===== src/rtl/seg_pkg.sv =====
// Shared types, constants and the hex-to-segment decoder for the seven-segment scan controller.
package seg_pkg;

  localparam int unsigned NUM_DIGITS = 8;
  localparam int unsigned PTR_W      = 3;
  localparam int unsigned SEG_W      = 8;

  // All segments dark (active-low lines).
  localparam logic [SEG_W-1:0] SEG_BLANK = 8'hFF;

  // One register-file slot: decimal point plus hex nibble.
  typedef struct packed {
    logic       dot;
    logic [3:0] hex;
  } digit_t;

  // Scan slot phase: blanking gap first, then the digit is driven.
  typedef enum logic {
    ST_BLANK = 1'b0,
    ST_SHOW  = 1'b1
  } scan_state_e;

  // Decode a slot to active-low {dp,g,f,e,d,c,b,a}; dot set lights dp.
  function automatic logic [SEG_W-1:0] seg_decode(input digit_t d);
    logic [6:0] glyph;
    glyph = 7'h7F;
    case (d.hex)
      4'h0: glyph = 7'h40;
      4'h1: glyph = 7'h79;
      4'h2: glyph = 7'h24;
      4'h3: glyph = 7'h30;
      4'h4: glyph = 7'h19;
      4'h5: glyph = 7'h12;
      4'h6: glyph = 7'h02;
      4'h7: glyph = 7'h78;
      4'h8: glyph = 7'h00;
      4'h9: glyph = 7'h10;
      4'hA: glyph = 7'h08;
      4'hB: glyph = 7'h03;
      4'hC: glyph = 7'h46;
      4'hD: glyph = 7'h21;
      4'hE: glyph = 7'h06;
      4'hF: glyph = 7'h0E;
      default: glyph = 7'h7F;
    endcase
    return {~d.dot, glyph};
  endfunction

endpackage


===== src/rtl/seg_wr_arbiter.sv =====
// Two-way round-robin arbiter for the register-file write port with one-cycle acks.
module seg_wr_arbiter (
  input  logic       i_clk,
  input  logic       i_rst,
  input  logic [1:0] i_req,
  output logic [1:0] o_gnt_c,
  output logic [1:0] o_ack
);

  logic [1:0] ack_q, ack_d;
  logic       prio_q, prio_d;  // 0: requester 0 wins a tie, 1: requester 1 wins
  logic [1:0] elig;

  // Mask requesters whose ack is showing, then pick one; priority only rotates on a tie.
  always_comb begin
    elig    = i_req & ~ack_q;
    o_gnt_c = 2'b00;
    prio_d  = prio_q;
    if (elig == 2'b11) begin
      o_gnt_c = prio_q ? 2'b10 : 2'b01;
      prio_d  = ~prio_q;
    end else begin
      o_gnt_c = elig;
    end
    ack_d = o_gnt_c;
  end

  // Ack follows grant by one cycle; reset drops any pending ack.
  always_ff @(posedge i_clk) begin
    if (i_rst) begin
      ack_q  <= 2'b00;
      prio_q <= 1'b0;
    end else begin
      ack_q  <= ack_d;
      prio_q <= prio_d;
    end
  end

  assign o_ack = ack_q;

endmodule


===== src/rtl/seg_scan_scheduler.sv =====
// Eight-digit seven-segment scan controller with blanking gaps and an arbitrated write port.
module seg_scan_scheduler #(
  parameter int unsigned F_CLK     = 50000000,
  parameter int unsigned F_SCAN    = 1000,
  parameter int unsigned BLANK_CYC = 2500
) (
  input  logic       i_clk,
  input  logic       i_rst,
  input  logic [7:0] i_digit_en,
  input  logic [1:0] i_wr_req,
  input  logic [5:0] i_wr_addr,
  input  logic [9:0] i_wr_data,
  output logic [1:0] o_wr_ack,
  output logic [7:0] o_cs,
  output logic [7:0] o_dig_sel,
  output logic       o_frame
);
  import seg_pkg::*;

  localparam int unsigned DIV_DIGIT = F_CLK / F_SCAN;
  localparam int unsigned CNT_W     = (DIV_DIGIT > 1) ? $clog2(DIV_DIGIT) : 1;
  localparam logic [CNT_W-1:0] CNT_LAST  = CNT_W'(DIV_DIGIT - 1);
  localparam logic [CNT_W-1:0] CNT_BLANK = CNT_W'(BLANK_CYC);
  localparam logic [PTR_W-1:0] PTR_LAST  = PTR_W'(NUM_DIGITS - 1);

  logic [CNT_W-1:0] cnt_q, cnt_d;
  logic [PTR_W-1:0] ptr_q, ptr_d;
  scan_state_e      state_q, state_d;
  logic [SEG_W-1:0] cs_q, cs_d;
  logic [SEG_W-1:0] seg_q, seg_d;
  logic             frame_q, frame_d;

  digit_t           slot_q [NUM_DIGITS];

  logic [1:0]       gnt_c;
  logic [PTR_W-1:0] wr_idx_c;
  digit_t           wr_digit_c;

  seg_wr_arbiter u_arb (
    .i_clk   (i_clk),
    .i_rst   (i_rst),
    .i_req   (i_wr_req),
    .o_gnt_c (gnt_c),
    .o_ack   (o_wr_ack)
  );

  // Route the granted requester's address and data to the write port.
  always_comb begin
    wr_idx_c   = i_wr_addr[2:0];
    wr_digit_c = digit_t'(i_wr_data[4:0]);
    if (gnt_c[1]) begin
      wr_idx_c   = i_wr_addr[5:3];
      wr_digit_c = digit_t'(i_wr_data[9:5]);
    end
  end

  // Register file: reset clears every slot and outranks a same-edge grant.
  always_ff @(posedge i_clk) begin
    if (i_rst) begin
      for (int unsigned i = 0; i < NUM_DIGITS; i++) begin
        slot_q[i] <= '0;
      end
    end else if (gnt_c != 2'b00) begin
      slot_q[wr_idx_c] <= wr_digit_c;
    end
  end

  // Slot timing, pointer advance, blank/show phase and next output values.
  always_comb begin
    cnt_d   = cnt_q + CNT_W'(1);
    ptr_d   = ptr_q;
    frame_d = 1'b0;
    cs_d    = SEG_BLANK;
    seg_d   = SEG_BLANK;

    if (cnt_q == CNT_LAST) begin
      cnt_d   = '0;
      ptr_d   = ptr_q + PTR_W'(1);
      frame_d = (ptr_q == PTR_LAST);
    end

    // Phase register tracks cnt so it always describes the registered counter value.
    state_d = (cnt_d < CNT_BLANK) ? ST_BLANK : ST_SHOW;

    if (state_q == ST_SHOW && i_digit_en[ptr_q]) begin
      cs_d  = ~(SEG_W'(1) << ptr_q);
      seg_d = seg_decode(slot_q[ptr_q]);
    end
  end

  // Scan state and output registers.
  always_ff @(posedge i_clk) begin
    if (i_rst) begin
      cnt_q   <= '0;
      ptr_q   <= '0;
      state_q <= ST_BLANK;
      cs_q    <= SEG_BLANK;
      seg_q   <= SEG_BLANK;
      frame_q <= 1'b0;
    end else begin
      cnt_q   <= cnt_d;
      ptr_q   <= ptr_d;
      state_q <= state_d;
      cs_q    <= cs_d;
      seg_q   <= seg_d;
      frame_q <= frame_d;
    end
  end

  assign o_cs      = cs_q;
  assign o_dig_sel = seg_q;
  assign o_frame   = frame_q;

endmodule

===== config.mk =====
export PLATFORM = sky130hd
export DESIGN_NAME = seg_scan_scheduler
export DESIGN_NICKNAME = d
export VERILOG_FILES = /design/src/rtl/seg_pkg.sv /design/src/rtl/seg_wr_arbiter.sv /design/src/rtl/seg_scan_scheduler.sv
export SDC_FILE = /design/constraint.sdc
export NUM_CORES = 1
export LEC_CHECK = 0
export ABC_AREA = 1
export CORE_MARGIN = 2
export CORE_UTILIZATION = 29
export DETAILED_ROUTE_END_ITERATION = 8
export GPL_TIMING_DRIVEN = 0
export PLACE_DENSITY = 0.5
export REMOVE_ABC_BUFFERS = 1
export SLEW_MARGIN = 10
export SYNTH_ARGS = -nofsm -noshare
export SYNTH_HDL_FRONTEND = slang
export SYNTH_HIERARCHICAL = 1
export SYNTH_SLANG_ARGS = --single-unit

===== constraint.sdc =====
create_clock -name i_clk -period 2.8 [get_ports i_clk]
set_clock_uncertainty 0.15 [all_clocks]
set_input_delay 0.56 -clock i_clk [delete_from_list [all_inputs] [get_ports i_clk]]
set_output_delay 0.56 -clock i_clk [all_outputs]
set_load 0.02 [all_outputs]

==> results of run 1 <==
stage by stage:
step	setup WS, ps	utilization [%]	TNS, ps	instances
after global placement	-649	34.0	-39260	709
after global routing	2.95	36.3	0	725
after floorplan	516	-	0	483
after CTS	38.1	36.2	0	725
after detailed placement	-672	34.0	-43020	709
final	203	36.3	0	725
worst register-to-register path, cell delays in order, from the launching register on:
cell      delay, ps
dfxtp_4         490
inv_2           220
o21ai_0         260
o211ai_1        140
o21ai_1         300
inv_1           160
ha_1            260
nand2_2          90
o21ai_1          60
nand2_1          60
nand3_1          60
where the power goes:
group          switching [uW]  internal, uW  leakage, uW  total, uW
Clock                     484           657     0.000141       1140
Sequential               15.8          1310     0.000763       1330
Combinational             134          79.0      0.00105        213
Total                     634          2050      0.00195       2680
state kept, by name (all words and copies together) (netlist names), named ones only:
register and cells:
cnt_q 16, o_frame 1, state_q 1, ptr_q 3, o_cs 8, u_arb/prio_q 1
u_arb/o_ack 2, o_dig_sel 8, slot_q 40
kinds of logic after synthesis:
kind of cell               synth area share [%]
muxes                                      1.23
and+or+nand+nor                            28.7
buffers and inverters                      5.88
adders and majority gates                  4.00
DFF                                        50.7
AOI/OAI and AO/OA                          8.86
xor gates and xnor gates                  0.646
final cells by class:
cell class                 instances  share of cell area [%]
timing repair buffer              46                    9.11
tap                              180                    4.51
sequential                        83                    41.4
inverter                          46                    3.58
multi-input combinational        354                    35.6
clock buffer                      11                    5.08
clock inverter                     5                   0.726
metal layers:
layer  wire [um]  part of all wire (%)
met3         465                   5.0
met5           0                     0
met2        4100                    44
met1        4600                    50
met4          97                   1.0
Yosys cell counts, drive strengths merged:
cell type	count
inv	44
nand3b	1
nand2	101
xor2	1
a21o	1
clkbuf	1
o221ai	2
mux2i	5
and2	1
buf	9
nor3	2
ha	13
clkinv	2
a31oi	1
dfxtp	43
edfxtp	40
nand4	5
nor2	126
o22ai	4
a21oi	5
o21ai	37
xnor2	2
o211ai	5
o21bai	1
nand3	41
worst min-delay path by stage:
stage	slack (ps)	endpoint	depth (start not counted)	start
3_3_place_gp	290	cnt_q[0]	1	cnt_q[0]
5_1_grt	370	o_cs[4]	1	ptr_q[2]
6_report	320	cnt_q[0]	1	cnt_q[0]
4_1_cts	330	cnt_q[0]	1	cnt_q[0]
3_5_place_dp	320	cnt_q[0]	1	cnt_q[0]
2_1_floorplan	280	cnt_q[0]	1	cnt_q[0]
==> metrics.sh, run 1 <==
FIN_TOTAL_PWR_uW=2680
CTS_RESIZED=4
ROUTE.DETAILED.WL_PER_INST_UM=12.8
CP_MAX_FO=12
CP_SLOWEST_CELL='mux2i_1'
TIMING.SLEW.HEADROOM_PCT=34.8
DIE-WIDTH_UM=122
DIODES=0
SETUP_REPAIR_AFTER_GLOBAL_ROUTING_MISSED_ITS_MARGIN='false'
REGISTER_TO_REGISTER_SETUP_SLACK_PS=420
TOP_LEVEL_PORTS=47
FIN_NETS=581
DRT-TOTAL-WL_UM=9270
VIA_COUNT=3269
NFILLCELLS=1473
INITIALDRTVIOLATIONCOUNT=227
TIMING.CRITICAL_PATH.BUF_INV=2
LEAKAGEPOWER_uW=0.00195
GR-USAGE-MET1_PCT=18.8
HPWL_UM=6710
HOLDCRITPATHCLASS='flip-flop to flip-flop'
MULTIINPUTGATEAREA_UM2=1780
DETAIL-ROUTE-ANTENNA-NETS=0
SEQUENTIAL_CELL_AREA_UM2=2070
FINAL_MAX_SLEW_VIOL_COUNT=0
POST-SYNTH-TOP-AREA-CELL='edfxtp_1'
LAYOUT.CELLS.MOST_COMMON_LIST='nor2_1 (120), nand2_1 (90), clkdlybuf4s50_1 (45), dfxtp_1 (41)'
CRIT_TOP_CELL='nand2_2'
TRITONCTS='yes'
GRT_FIRST_PASS_WIRELENGTH_UM=15500
YOSYS.AREA.TOP_TYPE_SHARE_PCT=29.5
CRITICAL_PATH.TOP_DELAY_FAMILY='multiplexers'
WORST_IR_DROP_VDD_V=0.000295
CTS_HOLD_BUFFERS=0
DIE_AREA_UM2=15000
WORST_SETUP_PATH_CLASS='primary input to flip-flop'
GRT.OVERFLOW.TOTAL=0
GRTUSAGEMET2_PCT=20.5
SYNTH.CELL_AREA_UM2=4070
SYNTH-SEQ-AREA-SHARE_PCT=50.7
YS_TOP_CELLS_BY_AREA='edfxtp_1 (30%), dfxtp_1 (21%), nor2_1 (11%), nand2_1 (8.7%), nand3_1 (4.9%)'
SYNTH.AVG_CELL_AREA_UM2=8.25
HOLD-WORST-SLACK_PS=321
WORSTPATHCELLLIST='clkdlybuf4s50_1 > inv_1 > nor2_2 > nand2_2 > nand2_2 > mux2i_1 > nor2_1'
LAYOUT.CELLS.MOST_COMMON='nor2_1'
SYNTH_SEQ_CELLS=83
PLACEMENT_ROWS=43
DRC_VIOLATION_COUNT_AFTER_ROUTING=0
FINALINSTANCEAREA_UM2=5000
INITIAL_CORE_UTIL_PCT=29.5
CRIT_SHARE_POST_ROUTE_PCT=92.7
REG_TO_REG_ENDPOINT='o_dig_sel[5]'
FMAXACHIEVABLE_GHz=0.385
CP-END-KIND='flip-flop'
PORT_BUFFERS=46
LAYOUT-AREA-OVERHEAD-VS-SYNTH_PCT=23.0
M3_GR_USAGE_PCT=3.62
DIE_H_UM=122
FIRST_GLOBAL_VIAS=3134
WORSTSETUPSTARTPOINTTYPE='primary input'
YOSYS_WARNING_COUNT=13
SYN-INSTANCE-COUNT=493
TIMING.CRITICAL_PATH.FROM='i_wr_req[1]'
MAX_SLEW.WORST_PIN.SLEW_PS=951
PIN_COUNT_OF_THE_BIGGEST_NET_ENTERING_GLOBAL_ROUTING=22
PERIOD_MINUS_SLACK_PS=2600
HOLD_VIOL=0
CORE_REGION_AREA_UM2=13800
R2R.WORST_PATH.CELLS=10
TIMING.CRITICAL_PATH.DEPTH=7
TIMING.CRITICAL_PATH.SLOWEST_CELL_DELAY_PS=830
GRT.TOTAL_USAGE_PCT=13.5
GRT_ANTENNA_BEFORE_REPAIR=0
MAX-CLOCK-PATH-BUFFERS=2
POWER_DENSITY_nW_PER_UM2=537
DETAIL_ROUTE.FIRST_PASS.ITERATIONS=4
PLACE_CONGESTION=0.842
BUSIEST_LAYER='met2'
CTS_MADE_BUFFERS=9
CTS_POST_SETUP_BUFFERS_INSERTED=0
CLOCK_SINKS=83
CRITPATHARRIVALTIME_PS=2500
SETUP_VIOLATIONS=0
CRITPATHCAPTURE='slot_q[2][1]'
CLKSLEWWORSTSETUPHOLDPATHS_PS=60
DPL-INSTANCE-AREA_UM2=4690
CTS.ROOT.BUFFER_CELL='clkbuf_16'
FINAL_LAYOUT_SIZE_SUFFIX_GT1_SHARE_PCT=9.72
SYNTHDISTINCTLIBCELLS=38
TIMING.MAX_CAP.VIOLATIONS=0
CP.REQUIRED_PS=2700
OUTCOME='finished, final reports clean'
CLOCK_TREE.HTREE_LEVEL_COUNT=3
CLK_LATENCY_PS=330
ROUTE.DETAILED.VIAS_PER_INST=4.51
No activity file was read; power rests on OpenSTA's default activity.
==> inputs of run 2 (changes only) <==
==> constraint.sdc (replaced) <==
create_clock -name i_clk -period 2.85 [get_ports i_clk]
set_clock_uncertainty 0.15 [all_clocks]
set_input_delay 0.57 -clock i_clk [delete_from_list [all_inputs] [get_ports i_clk]]
set_output_delay 0.57 -clock i_clk [all_outputs]
set_load 0.02 [all_outputs]
==> run 2 against run 1 <==
Against the previous run: final cell count did not move; register-to-register slack got worse by 70 ps; via count rose by 0.24%; combinational power fell by 3%.
==> metrics.sh, run 2 (synthesis results as in run 1) <==
CP_MAX_FO=12
HPWL_UM=6710
GRT_FIRST_PASS_WIRELENGTH_UM=15500
WORST_SETUP_PATH_CLASS='primary input to flip-flop'
MAX_SLEW.WORST_PIN.SLEW_PS=998
GRT_ANTENNA_BEFORE_REPAIR=0
LAYOUT.CELLS.MOST_COMMON_LIST='nor2_1 (120), nand2_1 (93), clkdlybuf4s50_1 (45), dfxtp_1 (42)'
FINAL_MAX_SLEW_VIOL_COUNT=0
BUSIEST_LAYER='met2'
POST-PLACE-WS_PS=-632
CORE_REGION_AREA_UM2=13800
M3_GR_USAGE_PCT=3.62
GRT.OVERFLOW.TOTAL=0
HOLD-WORST-SLACK_PS=324
DRC_VIOLATION_COUNT_AFTER_ROUTING=0
CLOCK_SINKS=83
DIE-WIDTH_UM=122
HOLDCRITPATHCLASS='flip-flop to flip-flop'
WORST_IR_DROP_VDD_V=0.000295
FIRST_GLOBAL_VIAS=3134
CRITPATHARRIVALTIME_PS=2490
SETUP_VIOLATIONS=0
ROUTE.DETAILED.WL_PER_INST_UM=12.8
NFILLCELLS=1473
POWER_DENSITY_nW_PER_UM2=529
TIMING.CRITICAL_PATH.FROM='i_wr_req[1]'
CP-END-KIND='flip-flop'
TRITONCTS='yes'
OUTCOME='finished, final reports clean'
TIMING.MAX_CAP.VIOLATIONS=0
FIN_WS_PS=231
PLACE_CONGESTION=0.842
HOLD_VIOL=0
DIE_H_UM=122
DETAIL-ROUTE-ANTENNA-NETS=0
DIODES=0
PLACEMENT_ROWS=43
CRIT_SHARE_POST_ROUTE_PCT=91.9
INITIAL_CORE_UTIL_PCT=29.5
GR-USAGE-MET1_PCT=18.8
LARGEST_REGISTER='slot_q'
DRT-TOTAL-WL_UM=9290
LAYOUT-AREA-OVERHEAD-VS-SYNTH_PCT=22.6
CTS_POST_SETUP_BUFFERS_INSERTED=0
GRT.TOTAL_USAGE_PCT=13.5
MAX-CLOCK-PATH-BUFFERS=2
PERIOD_MINUS_SLACK_PS=2620
CTS.ROOT.BUFFER_CELL='clkbuf_16'
CLKSLEWWORSTSETUPHOLDPATHS_PS=60
PIN_COUNT_OF_THE_BIGGEST_NET_ENTERING_GLOBAL_ROUTING=22
FINAL_CORE_UTILIZATION_PCT=36.2
TIMING.SLEW.HEADROOM_PCT=31.6
CLOCK_TREE.HTREE_LEVEL_COUNT=3
REG_TOP3='slot_q: 40 flops, cnt_q: 16 flops'
LAYOUT.CELLS.MOST_COMMON='nor2_1'
CLK_LATENCY_PS=340
ROUTE.DETAILED.VIAS_PER_INST=4.52
TOP_LEVEL_PORTS=47
GRTUSAGEMET2_PCT=20.5
INITIALDRTVIOLATIONCOUNT=239
HOLDCRITSTARTPOINT='cnt_q[0]'
LARGEST_REG_FLOPS=40
WORSTSETUPSTARTPOINTTYPE='primary input'
FMAXACHIEVABLE_GHz=0.382
PORT_BUFFERS=46
FINAL_LAYOUT_SIZE_SUFFIX_GT1_SHARE_PCT=8.62
CP.REQUIRED_PS=2720
LEAKAGEPOWER_uW=0.00195
VIA_COUNT=3277
DETAIL_ROUTE.FIRST_PASS.ITERATIONS=5
DIE_AREA_UM2=15000
CTS_MADE_BUFFERS=9
FIN_NETS=581
SETUP_REPAIR_AFTER_GLOBAL_ROUTING_MISSED_ITS_MARGIN='false'
[run 2: critical path, stage by stage]
cell	delay, ps
clkdlybuf4s50_1	450
inv_1	40
nor2_2	160
nand2_2	100
nand2_2	210
nand2_1	80
o21ai_0	100
inv_1	60
nor2_1	220
nand2_1	220
nand2_1	260
[run 2: layout make-up]
type,instances,area [um^2],share of cell area (%)
Sequential cell,83,2070,41.5
Multi-Input combinational cell,354,1770,35.5
Tap cell,180,225,4.52
Clock inverter,5,36.3,0.728
Inverter,46,179,3.59
Clock buffer,11,254,5.10
Timing Repair Buffer,46,455,9.14
[run 2: worst paths after layout]
kind / to / slack, ps / cells past startpoint
max: slot_q[2][2] / 230 / 11
min: cnt_q[0] / 320 / 1
max reg2reg: o_dig_sel[5] / 350 / 10
min reg2reg: cnt_q[0] / 320 / 1
[run 2: report_power, final]
part           switching [uW]  internal [uW]
logic                     131           75.3
registers                15.4           1290
clock network             477            645
[run 2: through the flow]
stage	setup TNS, ps	instance area (um^2)	power, uW	cells
final	0	4980	2630	725
after global routing	0	4980	2760	725
after CTS	0	4980	2670	725
after detailed placement	-38950	4690	1540	709
after global placement	-35220	4690	1540	709
after floorplan	0	4000	1450	483
[run 2: what timing repair did]
| action | 4_1_cts | 5_1_grt |
|---|---|---|
| setup endpoints to repair | 48 | 68 |
| hold buffers | 0 | 0 |
| gates resized for setup | 3 | 4 |
[run 2: metal layers]
metal | vias to the layer above | wire length (um)
li1 | 1706 | -
met1 | 1488 | 4680
met2 | 74 | 4060
met3 | 9 | 448
met4 | 0 | 99
met5 | - | 0
==> inputs of run 3 (changes only) <==
--- a/config.mk
+++ b/config.mk
@@ -5,13 +5,12 @@
 export SDC_FILE = /design/constraint.sdc
 export NUM_CORES = 1
 export LEC_CHECK = 0
-export ABC_AREA = 1
 export CORE_MARGIN = 2
 export CORE_UTILIZATION = 29
 export DETAILED_ROUTE_END_ITERATION = 8
 export GPL_TIMING_DRIVEN = 0
 export PLACE_DENSITY = 0.5
-export REMOVE_ABC_BUFFERS = 1
+export SKIP_LAST_GASP = 1
 export SLEW_MARGIN = 10
 export SYNTH_ARGS = -nofsm -noshare
 export SYNTH_HDL_FRONTEND = slang
==> run 3 against run 2 <==
Against the previous run: register-to-register slack got worse by 60 ps; combinational power fell by 4%; setup slack got worse by 60 ps; sequential cell count did not move; final cell count fell by 19%; power fell by 4.2%.
==> metrics.sh, run 3 <==
OUTCOME='finished, final reports clean'
YOSYS_WARNING_COUNT=13
POWER_DENSITY_nW_PER_UM2=524
DRT-TOTAL-WL_UM=7930
SYNTH.AVG_CELL_AREA_UM2=11.1
HOLDCRITSTARTPOINT='cnt_q[0]'
MAX_SLEW.WORST_PIN.SLEW_PS=867
FMAXACHIEVABLE_GHz=0.373
POST-SYNTH-TOP-AREA-CELL='edfxtp_1'
YOSYS.AREA.TOP_TYPE_SHARE_PCT=31.1
FINAL_CELL_COUNT_NO_FILL=585
WORST_SETUP_PATH_CLASS='primary input to flip-flop'
CTS.ROOT.BUFFER_CELL='clkbuf_16'
CRIT_SHARE_POST_ROUTE_PCT=94.0
REG_TO_REG_ENDPOINT='o_dig_sel[3]'
HPWL_UM=5810
VIA_COUNT=2694
CTS_MADE_BUFFERS=9
DETAIL-ROUTE-ANTENNA-NETS=0
PIN_COUNT_OF_THE_BIGGEST_NET_ENTERING_GLOBAL_ROUTING=15
FIRST_GLOBAL_VIAS=2726
TOTAL_SWITCHING_POWER_uW=564
TIMING.SLEW.HEADROOM_PCT=40.5
CLOCK_TREE.HTREE_LEVEL_COUNT=3
DIODES=0
SYNTH_TOP_CELLS_BY_COUNT='nor2_1 (74), dfxtp_1 (43), edfxtp_1 (40), nand2_1 (28), nand2b_1 (14)'
POWER_SHARE_OF_THE_SEQUENTIAL_GROUP_PCT=51.6
R2R.WORST_PATH.CELLS=8
HOLDCRITPATHCLASS='flip-flop to flip-flop'
LAYOUT.CELLS.MOST_COMMON_LIST='nor2_1 (73), clkdlybuf4s50_1 (46), dfxtp_1 (43), edfxtp_1 (40), nand2_1 (28)'
CLOCK_SINKS=83
CLKSLEWWORSTSETUPHOLDPATHS_PS=50
SYN-INSTANCE-COUNT=347
SYNTH_TOP_FLOP_CELL='dfxtp_1'
FINAL.SETUP.TNS_PS=0
CORE_REGION_AREA_UM2=13100
WORSTSETUPSTARTPOINTTYPE='primary input'
CLKPWRFRAC_PCT=40.6
DIE_AREA_UM2=14200
YS_TOP_CELLS_BY_AREA='edfxtp_1 (31%), dfxtp_1 (22%), mux4_2 (7.6%), nor2_1 (7.2%), ha_1 (4.2%)'
DIE_H_UM=119
SYNTHDISTINCTLIBCELLS=51
WORST_IR_DROP_VDD_V=0.000275
FINAL_LAYOUT_SIZE_SUFFIX_GT1_SHARE_PCT=11.5
CP_MAX_FO=10
FIN_NETS=445
LAYOUT.CELLS.MOST_COMMON='nor2_1'
FINAL_MAX_SLEW_VIOL_COUNT=0
DETAIL_ROUTE.FIRST_PASS.ITERATIONS=4
TRITONCTS='yes'
PLACEMENT_ROWS=42
PLACE_CONGESTION=0.766
SETUP_VIOLATIONS=0
P_COMB_SHARE_PCT=7.9
DIE-WIDTH_UM=119
SETUP_REPAIR_AFTER_GLOBAL_ROUTING_MISSED_ITS_MARGIN='false'
SYNTH_ENABLE_FLOP_CELLS=40
ENDPOINT_WORST_HOLD='cnt_q[0]'
LAYOUT-AREA-OVERHEAD-VS-SYNTH_PCT=24.9
SYNTH_SEQ_CELLS=83
SYNTH-SEQ-AREA-SHARE_PCT=53.5
YS_ASYNC_SR_FRACTION_PCT=0
YOSYS.CELL_COUNT.TOP_TYPE='nor2_1'
TOP_LEVEL_PORTS=47
HOLD_VIOL=0
ROUTE.DETAILED.WL_PER_INST_UM=13.6
GRT_ANTENNA_BEFORE_REPAIR=0
MAX-CLOCK-PATH-BUFFERS=2
CP-END-KIND='flip-flop'
REG_TOP3='slot_q: 40 flops, cnt_q: 16 flops'
POWER.SWITCHING_FRACTION_PCT=22.3
PORT_BUFFERS=46
CRITPATHARRIVALTIME_PS=2540
WORSTPATHCELLLIST='clkdlybuf4s50_1 > nor3b_2 > nor2_2 > buf_2 > o32ai_1 > nand2_1 > nand2b_1'
CTS_POST_SETUP_BUFFERS_INSERTED=0
GRT.OVERFLOW.TOTAL=0
LARGEST_REGISTER='slot_q'
CP_SLOWEST_CELL='clkdlybuf4s50_1'
TIMING.MAX_CAP.VIOLATIONS=0
CP.REQUIRED_PS=2710
INITIAL_CORE_UTIL_PCT=29.4
MULTIINPUTGATEAREA_UM2=1700
REGISTER_TO_REGISTER_SETUP_SLACK_PS=290
INTERNAL_POWER_uW=1960
TIMING.CRITICAL_PATH.SLOWEST_CELL_DELAY_PS=490
SEQUENTIAL_CELL_AREA_UM2=2060
SYN_NETS=388
ROUTE.DETAILED.VIAS_PER_INST=4.61
CLK_LATENCY_PS=330
GRT.TOTAL_USAGE_PCT=12.1
DP.CELLS=569
LARGEST_REG_FLOPS=40
INITIALDRTVIOLATIONCOUNT=165
CTS_HOLD_BUFFERS=0
GRT_FIRST_PASS_WIRELENGTH_UM=13600
NFILLCELLS=1347
PERIOD_MINUS_SLACK_PS=2680
HOLDPATHSTAGES=1
LEAKAGEPOWER_uW=0.00173
SYNTH.CELL_AREA_UM2=3860
DRC_VIOLATION_COUNT_AFTER_ROUTING=0
## run 3: changes by cell type after synthesis, moves of 6 or more
cell      delta
nand2_1     -66
nor2_1      -46
nand3_1     -32
inv_1       -24
o21ai_0     -22
nand2b_1    +14
mux4_2      +13
o21ai_1     -13
xnor2_1      +7
inv_2        -6
xor2_1       +6
## run 3: layer usage
metal | GRT usage (%) | vias to the layer above | part of all wire [%] | wire length (um)
met2 | 17.7 | 67 | 43 | 3400
li1 | - | 1337 | - | -
met3 | 3.07 | 12 | 4.7 | 375
met1 | 16.9 | 1278 | 51 | 4020
met5 | 0 | - | 0 | 0
met4 | 5.22 | 0 | 1.8 | 140
## run 3: cells by family after synthesis
group                    Yosys count  synth area share, %
buffers and inverters             25                 2.82
AND/OR/NAND/NOR                  156                 19.1
XOR/XNOR                          16                 3.63
multiplexers                      28                 12.0
adder cells (fa/ha/maj)           13                 4.22
AO/OA/AOI/OAI                     26                 4.77
flip-flops                        83                 53.5
## run 3: repair_timing
| action | CTS | global route |
|---|---|---|
| pin swaps | 0 | 0 |
| gates resized for setup | 1 | 5 |
| setup endpoints to repair | 49 | 78 |
| gates cloned | 0 | 0 |
## run 3: power by group through the flow
stage | combinational (uW) | clock, uW | sequential [uW]
final | 198 | 1020 | 1300
after floorplan | 116 | 0 | 1320
after CTS | 199 | 1060 | 1300
after global routing | 220 | 1100 | 1310
after detailed placement | 198 | 0 | 1330
after global placement | 196 | 0 | 1330
## run 3: worst max path at each step
stage / to / slack, ps / cells after the start / start
after floorplan: slot_q[1][0] / 450 / 7 / i_wr_req[0]
after global placement: slot_q[5][4] / -420 / 8 / i_wr_req[0]
after detailed placement: slot_q[2][0] / -450 / 6 / i_wr_req[0]
after CTS: slot_q[1][1] / 90 / 7 / i_wr_req[0]
after global routing: slot_q[2][0] / 30 / 6 / i_wr_req[0]
final: slot_q[0][1] / 170 / 7 / i_wr_req[0]
## run 3: stage by stage
step | worst slack, ps | cell area (um^2) | power [uW] | util (%) | hold slack, ps
6_report | 171 | 4820 | 2520 | 36.7 | 288
4_1_cts | 93.4 | 4800 | 2560 | 36.6 | 293
3_5_place_dp | -452 | 4540 | 1530 | 34.5 | 285
3_3_place_gp | -423 | 4540 | 1520 | 34.5 | 276
2_1_floorplan | 447 | 3860 | 1440 | - | 263
5_1_grt | 27.0 | 4820 | 2630 | 36.7 | 319
## run 3: cell type report
class	count	area share (%)
tap	176	4.57
sequential	83	42.8
multi-input combinational	239	35.3
clock inverter	6	0.701
buffer	12	1.27
inverter	13	1.01
clock buffer	10	4.75
timing repair buffer	46	9.56
## run 3: worst max-delay path: cells and delay by family
family / cells / cell delay [ps]
AOI/OAI and AO/OA: 1 / 420
buffers and inverters: 2 / 690
and+or+nand+nor: 4 / 850
